[src/rtl/alu_pkg.sv]
// alu_pkg: shared op-codes, data width and sequencer state encoding for the ALU stage.
package alu_pkg;

    localparam int ALU_W = 4;

    localparam logic [2:0] OP_AND = 3'b000;
    localparam logic [2:0] OP_OR  = 3'b001;
    localparam logic [2:0] OP_XOR = 3'b010;
    localparam logic [2:0] OP_ADD = 3'b011;
    localparam logic [2:0] OP_SUB = 3'b100;

    typedef enum logic [1:0] {
        IDLE = 2'd0,
        EXEC = 2'd1,
        HOLD = 2'd2
    } state_t;

endpackage

[src/rtl/alu_acc_seq.sv]
// alu_acc_seq: handshaked command sequencer wrapping a combinational 4-bit ALU,
// repeating acc = acc op B for cmd_rep+1 iterations and returning the result.
module alu_acc_seq
    import alu_pkg::*;
#(
    parameter int REP_W = 3
) (
    input  logic             clk,
    input  logic             rst_n,
    input  logic             cmd_valid,
    output logic             cmd_ready,
    input  logic [2:0]       cmd_sel,
    input  logic [ALU_W-1:0] cmd_a,
    input  logic             cmd_use_acc,
    input  logic [ALU_W-1:0] cmd_b,
    input  logic [REP_W-1:0] cmd_rep,
    output logic [2:0]       alu_sel,
    output logic [ALU_W-1:0] alu_a,
    output logic [ALU_W-1:0] alu_b,
    input  logic [ALU_W:0]   alu_o,
    input  logic             alu_carry,
    output logic             res_valid,
    input  logic             res_ready,
    output logic [ALU_W-1:0] res_data,
    output logic             res_carry,
    output logic             res_zero,
    output logic             res_neg,
    output logic [ALU_W-1:0] acc_q
);

    state_t             state_q, state_d;
    logic [2:0]         sel_q, sel_d;
    logic [ALU_W-1:0]   a_q, a_d, b_q, b_d, acc_d, res_q, res_d;
    logic [REP_W-1:0]   cnt_q, cnt_d;
    logic               cy_q, cy_d, rcy_q, rcy_d;
    logic               unused_o4;

    // ALU bit 4 duplicates the carry line, so only the low nibble is consumed.
    assign unused_o4 = alu_o[ALU_W];

    always_ff @(posedge clk or negedge rst_n) begin
        if (!rst_n) begin
            state_q <= IDLE;
            sel_q   <= '0;
            a_q     <= '0;
            b_q     <= '0;
            acc_q   <= '0;
            res_q   <= '0;
            cnt_q   <= '0;
            cy_q    <= 1'b0;
            rcy_q   <= 1'b0;
        end else begin
            state_q <= state_d;
            sel_q   <= sel_d;
            a_q     <= a_d;
            b_q     <= b_d;
            acc_q   <= acc_d;
            res_q   <= res_d;
            cnt_q   <= cnt_d;
            cy_q    <= cy_d;
            rcy_q   <= rcy_d;
        end
    end

    always_comb begin
        state_d = state_q;
        sel_d   = sel_q;
        a_d     = a_q;
        b_d     = b_q;
        acc_d   = acc_q;
        res_d   = res_q;
        cnt_d   = cnt_q;
        cy_d    = cy_q;
        rcy_d   = rcy_q;
        case (state_q)
            IDLE: if (cmd_valid) begin
                sel_d   = cmd_sel;
                a_d     = cmd_use_acc ? acc_q : cmd_a;
                b_d     = cmd_b;
                cnt_d   = cmd_rep;
                cy_d    = 1'b0;
                state_d = EXEC;
            end
            EXEC: begin
                acc_d = alu_o[ALU_W-1:0];
                cy_d  = cy_q | alu_carry;
                if (cnt_q == '0) begin
                    res_d   = alu_o[ALU_W-1:0];
                    rcy_d   = cy_q | alu_carry;
                    state_d = HOLD;
                end else begin
                    cnt_d = cnt_q - REP_W'(1);
                    a_d   = alu_o[ALU_W-1:0];
                end
            end
            HOLD: state_d = res_ready ? IDLE : HOLD;
            default: state_d = IDLE;
        endcase
    end

    assign cmd_ready = state_q == IDLE;
    assign res_valid = state_q == HOLD;
    assign alu_sel   = sel_q;
    assign alu_a     = a_q;
    assign alu_b     = b_q;
    assign res_data  = res_q;
    assign res_carry = rcy_q;
    assign res_zero  = res_q == '0;
    assign res_neg   = res_q[ALU_W-1];

endmodule
[config.mk]
export PLATFORM = sky130hd
export DESIGN_NAME = alu_acc_seq
export DESIGN_NICKNAME = d
export VERILOG_FILES = /design/src/rtl/alu_pkg.sv /design/src/rtl/alu_acc_seq.sv
export SDC_FILE = /design/constraint.sdc
export NUM_CORES = 1
export LEC_CHECK = 0
export CAP_MARGIN = 5
export CORE_ASPECT_RATIO = 1.25
export CORE_UTILIZATION = 43
export DETAILED_ROUTE_END_ITERATION = 12
export HOLD_SLACK_MARGIN = 0.03
export MAX_ROUTING_LAYER = met4
export PLACE_DENSITY = 0.79
export SLEW_MARGIN = 20
export SYNTH_ARGS = -nofsm -noshare
export SYNTH_HDL_FRONTEND = slang
export SYNTH_SLANG_ARGS = --single-unit
[constraint.sdc]
create_clock -name clk -period 1.8 [get_ports clk]
set_input_delay 0.18 -clock clk [delete_from_list [all_inputs] [get_ports clk]]
set_output_delay 0.18 -clock clk [all_outputs]
set_load 0.02 [all_outputs]
==> summary.md <==
| Metric | Value |
|---|---|
| Run status | `finished, final reports clean` |
| DR pass1 iterations | `4` |
| First-pass GRT wire length | `4395 µm` |
| CP delay by family, top | `flip-flops` |
| Clk Tree Root Cell | `clkbuf_4` |
| Cell Area, Synth | `1286 µm²` |
| Post-synth EDFFs | `0` |
| Layout Utilization | `about 67%` |
| Max Slew Vio Count | `0` |
| Unrepaired setup endpoints after global routing | `no` |
| Fin crit period | `1.656 ns` |
| Row count | `21` |
| Cell area after layout | `1846 µm²` |
| Nature of the critical path startpoint | `register` |
| Die height | `63.15 µm` |
| Tcrit/Tclk final | `92.02%` |
| Dpl cell area | `1790 µm²` |
| Setup tns final | `0 ns` |
| Final RePlAce weighted congestion | `0.7630` |
| Final hold violation count | `0` |
| Clock transition at the registers of the reported paths | `0.13 ns` |
| Skew-Pair Late Insertion Delay | `0.31 ns` |
| Drt total wl | `about 2700 µm` |
| ANT nets after route | `0` |
| Core Region | `2759 µm²` |
| Ports | `49` |
| VDD IR max | `1309 µV` |
| Clk sinks | `26` |
| GRT overflow | `0` |
| Worst path max stage delay | `0.39 ns` |
| Post-CTS Setup Repair Bufs | `0` |
| Final nets | `178` |
| Final Instance Count excl. Fillers | `184` |
| Gate Count Post-Synth | `100` |
| CP endpoint kind | `register` |
| Vias in the first global route | `roughly 920` |
| Multi-input gate area | `566.8 µm²` |
| P per Cell Area | `about 1900 nW/µm²` |
| WP buf/inv | `2` |
| Most common flop cell mapped by yosys | `dfrtp_1` |
| Post-synth ARST share | `100.0%` |
| CTS Buf Count | `3` |
| Number of instances in the placed design | `180` |
| TritonCTS clock tree | `built` |
| Required @ worst endpoint | `~2.0 ns` |
| Crit-path cells | `inv_1, ha_1, nor4bb_2, buf_4, mux2_1` |
| Die width | `between 50 and 60 µm` |
| CTS Hold Bufs | `0` |
| Arr. time, crit path | `1.87 ns` |
| Post-synthesis sequential area ratio | `between 50% and 60%` |
| CTS H-tree depth | `1` |
| Area Growth Syn to Fin | `43.48%` |
| Syn nets | `127` |
| Die area | `3216 µm²` |
| Register area | `653.1 µm²` |
| Initial core utilization | `between 40% and 50%` |
| Layout cells sized above 1 | `18.67%` |
| Crit path kind | `register to register` |
| Detailed placer's ending HPWL | `2112 µm` |
| Setup violators final | `0` |
| HP Class | `input port to async pin` |
| Crit Path Max Fanout | `6` |
| Tot GR Track Use | `18.33%` |
| Antenna diode count | `0` |
| Number of synthesized register bits | `26` |
| Clock Path Buffers | `2` |
| Maxcap violations | `0` |
| Synthesized area per cell | `12.86 µm²` |
| Routed wire length per instance | `14.90 µm` |
| DRC errors left | `0` |
| Slowest CP cell | `dfrtp_1` |
| Initial DRC Count | `17` |
| Post-synthesis cell type count | `31` |
| Vias | `938` |
| Port buffer count | `between 40 and 50` |
| Antenna violations before repair | `0` |
| LEAKAGE | `0.8529 nW` |
| Worst-margin pin slew | `0.3220 ns` |
| Largest net degree at the start of global routing | `27` |
| Pwr Total | `3.538 mW` |
| Vias/cell | `~5.1` |
| Max_slew headroom | `between 70% and 80%` |
| Fmax | `0.6037 GHz` |
| Synth warn | `0` |
| Filler instances | `between 200 and 250` |
| Clock skew | `0.003496 ns` |
stage by stage:
| step | worst slack, ns | hold slack [ns] |
|---|---|---|
| after global routing | 0.04057 | 0.2541 |
| after detailed placement | 0.1506 | 0.4926 |
| after floorplan | 0.3239 | -0.1156 |
| final | 0.1437 | 0.2364 |
| after global placement | 0.2263 | 0.4792 |
| after CTS | 0.03792 | 0.2424 |
state kept, by name, summed over array words and instances, names as in the netlist:
signal     count
res_carry      1
acc_q          4
alu_b          4
cy_q           1
cnt_q          3
res_data       4
alu_sel        3
alu_a          4
state_q        2
report_power, final:
| group | switching, mW | total [mW] | leakage, nW | internal, mW |
|---|---|---|---|---|
| combinational | 0.928 | 2.03 | 0.521 | 1.11 |
| clock | 0.163 | 0.388 | 0.0279 | 0.225 |
| sequential | 0.232 | 1.12 | 0.304 | 0.883 |
kinds of logic (layout without fill, tap and decap cells):
kind of cell | after synthesis | after routing | share of synthesized area, %
adders and majority gates | 2 | 2 | 1.945
muxes | 21 | 21 | 21.01
DFF | 26 | 26 | 50.58
and+or+nand+nor | 26 | 26 | 13.23
AOI/OAI and AO/OA | 14 | 14 | 7.880
buffers and inverters | 11 | 61 | 5.349
cell usage after synthesis, types with 2 or more instances:
cell,number,area [µm²]
a211oi_1,2,15.01
a21oi_1,3,15.01
buf_4,3,22.52
buf_6,2,22.52
dfrtp_1,26,650.6
ha_1,2,25.02
inv_1,4,15.01
mux2_1,4,45.04
mux2_4,11,165.2
mux2i_1,6,60.06
nand2_1,9,33.78
nand3b_1,4,30.03
nor2_1,3,11.26
o21ai_0,4,20.02
area by class of cell:
class / count / share of cell area, %
Multi-Input combinational cell: 63 / 30.71
Timing Repair Buffer: 53 / 27.93
Sequential cell: 26 / 35.39
Tap cell: 34 / 2.305
Clock buffer: 3 / 1.220
Clock inverter: 1 / 1.627
Inverter: 4 / 0.8136
path summary, 6_finish.rpt:
path	start	end	cells past startpoint	slack [ns]
min in group clk	res_ready	state_q[1]$_DFFE_PN0P_	3	0.45
min	rst_n	cy_q$_DFFE_PN0P_	2	0.24
min reg2reg	alu_b[0]$_DFFE_PN0P_	alu_b[0]$_DFFE_PN0P_	1	0.53
max	cnt_q[0]$_DFFE_PN0P_	res_data[0]$_DFFE_PN0P_	5	0.14
max reg2reg	cnt_q[0]$_DFFE_PN0P_	res_data[0]$_DFFE_PN0P_	5	0.14
max in group asynchronous	rst_n	state_q[1]$_DFFE_PN0P_	2	1.31
metal layers:
metal,share of wire (%),track usage (%),wire length (µm)
met4,0.22,3.125,6
met1,45,23.67,1221
met3,6.9,3.140,188
met2,48,30.26,1325
met5,0,-,0
placed cells by master, fill, tap and decap left out:
cell type / instances
a21o_1: 1
dlygate4sd2_1: 2
mux2_4: 11
nor2_1: 3
ha_1: 2
o2bb2ai_1: 1
and2b_1: 1
clkdlybuf4s50_1: 44
a211oi_1: 2
and2_1: 1
nor2_8: 1
nor4_1: 1
a21oi_1: 3
o21a_1: 1
mux2_1: 4
o21ai_0: 4
inv_1: 4
dfrtp_2: 2
buf_4: 6
nor2_2: 1
bufinv_16: 1
nor3b_1: 1
nor2b_1: 1
a2bb2oi_1: 1
dfrtp_1: 24
clkbuf_4: 3
and3b_4: 1
o21bai_4: 1
nor4bb_2: 1
nand2b_1: 1
dlymetal6s2s_1: 1
nand3b_1: 4
mux2i_1: 6
nand2_1: 9
worst register-to-register path, cell delays in order (launching register included):
cell and delay, ns:
dfrtp_1 0.39, inv_1 0.12, ha_1 0.20, nor4bb_2 0.33, buf_4 0.20, mux2_1 0.32
timing repair:
| action | in CTS | in global routing |
|---|---|---|
| endpoints found under the setup margin | 3 | 1 |
| pin swaps | 0 | 0 |
| gates resized for setup | 4 | 1 |
Note: power is estimated with default switching activity, not from simulation.
